**config.mk**
```make
export PLATFORM = sky130hd
export DESIGN_NAME = rx_os_lane_counter
export DESIGN_NICKNAME = d
export VERILOG_FILES = /design/src/rtl/rx_os_lane_counter.sv
export SDC_FILE = /design/constraint.sdc
export NUM_CORES = 1
export LEC_CHECK = 0
export BUFFER_PORTS_ARGS = -buffer_cell sky130_fd_sc_hd__buf_2
export CAP_MARGIN = 0
export CORE_MARGIN = 5
export CORE_UTILIZATION = 40
export DETAILED_ROUTE_END_ITERATION = 8
export GPL_TIMING_DRIVEN = 0
export PLACE_DENSITY = 0.66
export SLEW_MARGIN = 25
export SYNTH_ARGS = -nofsm -noshare
export SYNTH_HDL_FRONTEND = slang
export SYNTH_SLANG_ARGS = --single-unit
```
**constraint.sdc**
```tcl
create_clock -name clk -period 3.02 [get_ports clk]
set_clock_uncertainty 0.05 [all_clocks]
set_input_delay 0 -clock clk [delete_from_list [all_inputs] [get_ports clk]]
set_output_delay 0 -clock clk [all_outputs]
set_load 0.02 [all_outputs]
```
**src/rtl/rx_os_lane_counter.sv**
```systemverilog
// -----------------------------------------------------------------------------
// rx_os_lane_counter
//
// Per-lane ordered-set consistency counter, sitting directly upstream of the
// master RX LTSSM. It watches decoded TS1/TS2 ordered sets from the lane's
// block decoder and counts consecutive ordered sets of the expected type whose
// link number, lane number and rate ID all match the first one seen (the
// reference). The 4-bit count feeds this lane's slice of the master's
// countersValues bus; the master's resetOsCheckers bit clears the block.
//
// Ports:
//   clk              block clock
//   reset            asynchronous, active-low reset
//   clearCounter     synchronous clear (master resetOsCheckers[LANE_ID])
//   laneEnable       lane belongs to the link; 0 holds the block cleared
//   rxElectricalIdle lane electrical idle; 1 acts as a clear
//   osValid          one-cycle pulse, complete ordered set on os* inputs
//   osType           00 other/none, 01 TS1, 10 TS2, 11 reserved
//   osLinkNum        link number field (8'hF7 = PAD)
//   osLaneNum        lane number field (8'hF7 = PAD)
//   osRateId         data-rate identifier symbol
//   expectedType     TS type the current substate requires
//   requiredCount    consecutive matches needed
//   count            consecutive matching ordered sets, saturating
//   countReached     count >= requiredCount and requiredCount != 0
//   capturedLinkNum  link number of the reference ordered set
//   capturedLaneNum  lane number of the reference ordered set
//   capturedRateId   rate ID of the reference ordered set
//   mismatchPulse    one-cycle pulse when a tracked sequence is broken
//   capturedLaneId   static LANE_ID echo, debug only
//
// State table:
//   state    | meaning
//   ---------+-----------------------------------------------------------
//   ST_IDLE  | no reference ordered set held, count = 0
//   ST_TRACK | reference held, count < requiredCount
//   ST_DONE  | reference held, count >= requiredCount
// -----------------------------------------------------------------------------
module rx_os_lane_counter #(
  parameter int unsigned LANE_ID   = 0,
  parameter int unsigned SAT_COUNT = 15
) (
  input  logic       clk,
  input  logic       reset,
  input  logic       clearCounter,
  input  logic       laneEnable,
  input  logic       rxElectricalIdle,
  input  logic       osValid,
  input  logic [1:0] osType,
  input  logic [7:0] osLinkNum,
  input  logic [7:0] osLaneNum,
  input  logic [7:0] osRateId,
  input  logic [1:0] expectedType,
  input  logic [3:0] requiredCount,
  output logic [3:0] count,
  output logic       countReached,
  output logic [7:0] capturedLinkNum,
  output logic [7:0] capturedLaneNum,
  output logic [7:0] capturedRateId,
  output logic       mismatchPulse,
  output logic [3:0] capturedLaneId
);

  localparam logic [1:0] ST_IDLE  = 2'd0;
  localparam logic [1:0] ST_TRACK = 2'd1;
  localparam logic [1:0] ST_DONE  = 2'd2;

  localparam logic [3:0] SAT = SAT_COUNT[3:0];

  logic [1:0] state;
  logic [1:0] state_d;
  logic [3:0] count_d;
  logic       reached_d;
  logic [7:0] link_d;
  logic [7:0] lane_d;
  logic [7:0] rate_d;
  logic       mismatch_d;

  logic       clear;
  logic       type_match;
  logic       fields_match;
  logic [3:0] count_inc;

  assign capturedLaneId = LANE_ID[3:0];

  // Any of the three clear sources wins over an ordered set in the same cycle.
  assign clear        = clearCounter | rxElectricalIdle | ~laneEnable;
  assign type_match   = (osType == expectedType);
  // PAD (8'hF7) is deliberately compared like any other value.
  assign fields_match = (osLinkNum == capturedLinkNum) &&
                        (osLaneNum == capturedLaneNum) &&
                        (osRateId  == capturedRateId);
  assign count_inc    = (count >= SAT) ? SAT : count + 4'd1;

  function automatic logic [1:0] derive_state(input logic [3:0] c,
                                              input logic [3:0] req);
    if ((req != 4'd0) && (c >= req)) begin
      return ST_DONE;
    end
    return ST_TRACK;
  endfunction

  always_comb begin
    state_d    = state;
    count_d    = count;
    link_d     = capturedLinkNum;
    lane_d     = capturedLaneNum;
    rate_d     = capturedRateId;
    mismatch_d = 1'b0;

    if (clear) begin
      state_d = ST_IDLE;
      count_d = 4'd0;
      link_d  = 8'h00;
      lane_d  = 8'h00;
      rate_d  = 8'h00;
    end else if (osValid) begin
      case (state)
        ST_IDLE: begin
          if (type_match) begin
            link_d  = osLinkNum;
            lane_d  = osLaneNum;
            rate_d  = osRateId;
            count_d = 4'd1;
            state_d = (requiredCount <= 4'd1) ? ST_DONE : ST_TRACK;
          end
        end
        default: begin
          if (!type_match) begin
            // Wrong type breaks the sequence; the reference fields are kept
            // so debug can still see what was being tracked.
            count_d    = 4'd0;
            mismatch_d = 1'b1;
            state_d    = ST_IDLE;
          end else if (fields_match) begin
            count_d = count_inc;
            state_d = derive_state(count_inc, requiredCount);
          end else begin
            // Same type, different content: this set becomes the new reference.
            link_d     = osLinkNum;
            lane_d     = osLaneNum;
            rate_d     = osRateId;
            count_d    = 4'd1;
            mismatch_d = 1'b1;
            state_d    = derive_state(4'd1, requiredCount);
          end
        end
      endcase
    end
  end

  // countReached is evaluated every edge against the live requiredCount, so a
  // threshold change mid-sequence is reflected one cycle later without
  // disturbing the count itself.
  assign reached_d = (requiredCount != 4'd0) && (count_d >= requiredCount);

  always_ff @(posedge clk or negedge reset) begin
    if (!reset) begin
      state           <= ST_IDLE;
      count           <= 4'd0;
      countReached    <= 1'b0;
      capturedLinkNum <= 8'h00;
      capturedLaneNum <= 8'h00;
      capturedRateId  <= 8'h00;
      mismatchPulse   <= 1'b0;
    end else begin
      state           <= state_d;
      count           <= count_d;
      countReached    <= reached_d;
      capturedLinkNum <= link_d;
      capturedLaneNum <= lane_d;
      capturedRateId  <= rate_d;
      mismatchPulse   <= mismatch_d;
    end
  end

endmodule
```
## Yosys cells after proc, flatten, opt, wreduce, memory -nomap -nowiden

Cells that the tools add are included.

- Logic and storage cells: 86
- Register bits after elaboration: 32
- Input bits: 38
- Output and inout bits: 34

- Equality and inequality tests: 6
- Add/subtract/negate cells: 1
- Mux-type cells: 53
- Reduce and logical (&&, ||, !) cells: 11
- $lt $le $gt $ge: 5
- Bitwise operators: 3

Operators with widths:

| kind | count |
|---|---|
| 8-bit two-way mux | 18 |
| 4-bit two-way mux | 7 |
| 8-bit == test | 3 |
| 2-bit two-way mux | 11 |
| 1-bit two-way mux | 17 |
| 4-bit greater-or-equal comparator | 2 |
| 1-bit logical AND | 5 |
| 4-bit by 1-bit adder with 4-bit output, second input constant | 1 |
| 1-bit by 4-bit greater-or-equal comparator with 1-bit output, first input constant | 1 |
| 4-bit greater-or-equal comparator, second input constant | 1 |
| 4-bit by 1-bit less-or-equal comparator with 1-bit output, second input constant | 1 |
| 2-bit nonzero test | 2 |
| 4-bit nonzero test | 1 |
| 3-bit by 2-bit inequality test with 1-bit output, second input constant | 1 |
| 3-bit inequality test, second input constant | 1 |
| 3-bit AND reduction | 1 |
| 2-bit == test | 1 |
| 2-bit logical NOT | 1 |
| 1-bit bitwise OR | 2 |
| 2-bit AND reduction | 1 |
| 1-bit inverter | 1 |

## Depth between registers and ports, before layout

- Word-level depth: 16
- Depth in mapped cells: 12
- Gate-level depth less buffers: 12

## Worst setup path after synthesis

OpenSTA, ideal clock, no wires.

- Kind: register to register
- From: reg capturedRateId[4]
- To: reg countReached
- Stages on the path, launching flop included: 13
- Required time: 2838 ps
- Setup slack: 326 ps
- Setup time: 132 ps
- Clock period less this slack: 2694 ps
- Path buffers: 0
- Arrival time: 2512 ps
- Cell sequence: dfrtp_1 > xnor2_1 > nand4_1 > nor4_4 > nand2_1 > nor3b_1 > a211o_1 > ha_1 > nand2b_1 > a21o_1 > a21o_1 > a21oi_1 > nor2_1

- Longest elaborated chain between the ends: 9

Ends and longest elaborated chain:

| element | RTL line | text |
|---|---|---|
| start, declared | 59 | `output logic [7:0] capturedRateId,` |
| start signal, assigned | 172 | `capturedRateId <= rate_d;` |
| 8-bit == test | 92 | `(osRateId == capturedRateId);` |
| 1-bit logical AND | 91 | `(osLaneNum == capturedLaneNum) &&` |
| 4-bit two-way mux | 135 | `end else if (fields_match) begin` |
| 4-bit two-way mux | 129 | `if (!type_match) begin` |
| 4-bit two-way mux | 118 | `case (state)` |
| 4-bit two-way mux | 117 | `end else if (osValid) begin` |
| 4-bit two-way mux | 111 | `if (clear) begin` |
| 4-bit greater-or-equal comparator | 155 | `assign reached_d = (requiredCount != 4'd0) && (count_d >= requiredCount);` |
| 1-bit logical AND | 155 |  |
| named net reached_d | 73 | `logic reached_d;` |
| end signal, assigned | 169 | `countReached <= reached_d;` |
| end, declared | 56 | `output logic countReached,` |

The timed path passes the listed nets, and every way through them passes these cells.
A chain may end at the register's enable or synchronous reset.

## Final worst setup path

- From: reg capturedLaneNum[7]
- To: reg countReached

- Longest elaborated chain between the ends: 10

Ends and longest elaborated chain:

| element | RTL line | text |
|---|---|---|
| start, declared | 58 | `output logic [7:0] capturedLaneNum,` |
| start signal, assigned | 171 | `capturedLaneNum <= lane_d;` |
| 8-bit == test | 91 |  |
| 1-bit logical AND | 90 | `assign fields_match = (osLinkNum == capturedLinkNum) &&` |
| 1-bit logical AND | 91 |  |
| 4-bit two-way mux | 135 |  |
| 4-bit two-way mux | 129 |  |
| 4-bit two-way mux | 118 |  |
| 4-bit two-way mux | 117 |  |
| 4-bit two-way mux | 111 |  |
| 4-bit greater-or-equal comparator | 155 |  |
| 1-bit logical AND | 155 |  |
| named net reached_d | 73 |  |

The timed path passes the listed nets, and every way through them passes these cells.

==> summary.txt <==
Routed WL - 5700 µm
hold endpoint - mismatchPulse
H-tree levels - 2
WP data required - 3.14 ns
Arr. time, crit path - 2.86 ns
Syn Inst Count - 227
largest net degree at the start of global routing - 33
Adder-Cell Fraction of Synth Area - 5.45%
Pre-antenna DRT Iters - 4
Detail Route Antenna Nets - 0
pre-CTS setup slack - 0.0979 ns
xor/xnor share of the synthesized area - 11.0%
non-filler cells, final - 404
Clock Sinks - 32
die height - 81.9 µm
initial DRC count - 44
largest cells by area after synthesis - dfrtp_1 (39%), mux2i_1 (12%), nand2_1 (11%)
proportion of synthesized chip area in sequential cells - 38.7%
Die ar. - 0.00671 mm²
startpoint types - flip-flop
P&R area growth vs syn - 40.5%
unrepaired setup endpoints after global routing - no
area of the mapped netlist - 0.00207 mm²
die width - 81.9 µm
CP max stage delay - 0.41 ns
final hold vios - 0
Total GRT Usage - 18.1%
period utilization - 90.7%
detailed-placement wirelength estimate - 3910 µm
peak supply drop - 0.000226 V
Synth top area share - 38.7%
DRC Markers - 0
antenna violations before repair - 0
worst-skew pair later-pin latency - 0.29 ns
Ant. Diodes - 0
fin area - 0.00290 mm²
Synth Area in Compound Gates - 6.36%
hold path cells - 3
CP bufs+invs - 0
Worst Reg-to-Reg Cells - 12
setup slack after layout - 0.280 ns
post-synth cell types - 34
first-pass GRT wire length - 9270 µm
met1 Usage GRT - 22.3%
PortBufs - 66
crit path max fanout - 4
Yosys Warn Count - 0
TritonCTS Buffers - 5
critical-path cell list - xnor2_1, nand4_1, nor4_4, nand2_1, nor3b_1, a211o_1, ha_1, nand2b_1, a21o_1, a21o_1, a21oi_1, nor2_1
Setup Crit Path Kind - reg -> reg
met3 GRT Util - 4.06%
ratio of cells with drive above 1 in the final layout - 26.0%
Worst-path clk slew - 0.07 ns
Routability Congestion - 0.883
grt peak-use layer - met2
Worst Tran Pin Value - 0.752 ns
GRT met2 Usage - 31.6%
Final #Nets - 380
# setup viols final - 0
Critical Path Sink Type - flip-flop
hold_sp - osValid
CP top delay family - simple AND/OR/NAND/NOR gates
outcome - complete, no violations
# fillers - 443
Synth Area in Simple Gates - 21.9%
row count - 26
R2R Path Start - capturedLaneNum[7]
Tot Pwr - 1.01 mW
Placement Cell Area - 0.00250 mm²
# IOs - 72
Avg WL per Cell - 14.1 µm
Max Cap Viol - 0
Synth area leader - dfrtp_1
min cycle time layout - 2.74 ns
placed cell count - 366
Max-Slew Margin vs Limit - 49.8%
Power per Cell Area - 349 mW/mm²
FF+latch count, synth - 32
CTS tree - done
setup TNS - 0 ns
Mapped Avg Cell Area - 9.11 µm²
main combinational cell family by area after synthesis - simple AND/OR/NAND/NOR gates
root buffer cell - clkbuf_8
Core ar. - 0.00507 mm²
via count - 1960
GR Overflow Total - 0
Critical-path top delay cell - dfrtp_1
CTS Buffer Depth - 2
cell mode on critical path - a21o_1
reg-to-reg endpoint - countReached
worst hold slack - 0.0821 ns
hold crit path type - in -> reg
f_max - 0.365 GHz
Initial Util - 40.7%
mux cell area share after synthesis - 11.6%
r2r setup slk - 0.28 ns
Slew Viols, Final - 0
Final Core Density - 57.2%
Via density - 4.85
Leakage - 1.49 nW
vias in the first global route - 1999
## cell usage in the layout, fill, tap and decap left out, types with 7 or more instances in the layout
cell,n
clkbuf_1,8
dlygate4sd3_1,27
buf_4,7
a21oi_1,9
nor2_1,9
nand4_1,9
buf_2,66
dfrtp_1,32
nand2_1,58
ha_1,9
mux2i_1,24
xnor2_1,24
## worst max path at each step
stage / from / endpoint / slack [ns] / cells after the start
2_1_floorplan: capturedRateId[4] / countReached / 0.33 / 12
3_3_place_gp: capturedLinkNum[6] / countReached / 0.08 / 12
3_5_place_dp: capturedLinkNum[6] / countReached / 0.1 / 12
4_1_cts: capturedLinkNum[6] / countReached / 0.08 / 12
5_1_grt: capturedLinkNum[6] / countReached / 0.04 / 12
6_report: capturedLaneNum[7] / countReached / 0.28 / 12
## sequential cells by signal, summed over array words and instances, names as in the netlist
| name | flops |
|---|---|
| count | 4 |
| capturedLinkNum | 8 |
| countReached | 1 |
| capturedRateId | 8 |
| state | 2 |
| capturedLaneNum | 8 |
| mismatchPulse | 1 |
## synth_stat cells, drive strengths merged
master	number
nand2	58
dfrtp	32
mux2i	24
xnor2	24
nor2	10
a21oi	9
ha	9
nand4	9
clkbuf	7
buf	6
inv	5
nand3	5
o21ai	5
a21o	2
and2	2
nand2b	2
nor3	2
nor3b	2
nor4	2
xor2	2
a211o	1
a211oi	1
a311oi	1
a31oi	1
and3	1
conb	1
o22ai	1
o41ai	1
or2	1
or3b	1
## logic make-up (layout without fill, tap and decap cells)
kind of cell             count (synthesis)  count (layout)
AND/OR/NAND/NOR                         95              95
flip-flops                              32              32
XOR/XNOR                                26              26
multiplexers                            24              24
AO/OA/AOI/OAI                           22              22
buffers and inverters                   18             122
adder cells (fa/ha/maj)                  9               9
other                                    1               4
## per-layer routing
metal | share of wire (%) | wire (µm)
met2 | 50 | 2840
met4 | 0.97 | 55
met3 | 5.3 | 301
met1 | 44 | 2500
met5 | 0 | 0
## worst reg2reg max path, stage by stage, from the launching register on
cell and delay (ns):
dfrtp_1 0.41, xnor2_1 0.17, nand4_1 0.18, nor4_4 0.38, nand2_1 0.10, nor3b_1 0.28, a211o_1 0.15, ha_1 0.21
nand2b_1 0.15, a21o_1 0.19, a21o_1 0.17, a21oi_1 0.15, nor2_1 0.06
## layout make-up
type	instances	area (µm²)	share of cell area, %
Buffer	13	78.8	2.71
Inverter	5	18.8	0.646
Clock buffer	6	72.6	2.50
Clock inverter	2	35.0	1.21
Timing Repair Buffer	96	623	21.5
Tap cell	70	87.6	3.02
Sequential cell	32	801	27.6
Multi-Input combinational cell	180	1190	40.9
## repair_timing
item | CTS | global route
setup buffers | 0 | 3
hold buffers | 27 | 0
hold endpoints to repair | 57 | 0
gates resized for setup | 0 | 2
endpoints found under the setup margin | 0 | 1
## power breakdown
part	leakage [nW]	total [mW]	switching [mW]	internal [mW]
clock	0.0552	0.406	0.161	0.245
combinational	0.989	0.173	0.0897	0.0830
sequential	0.446	0.435	0.00321	0.432
Note: power is estimated with default switching activity, not from simulation.
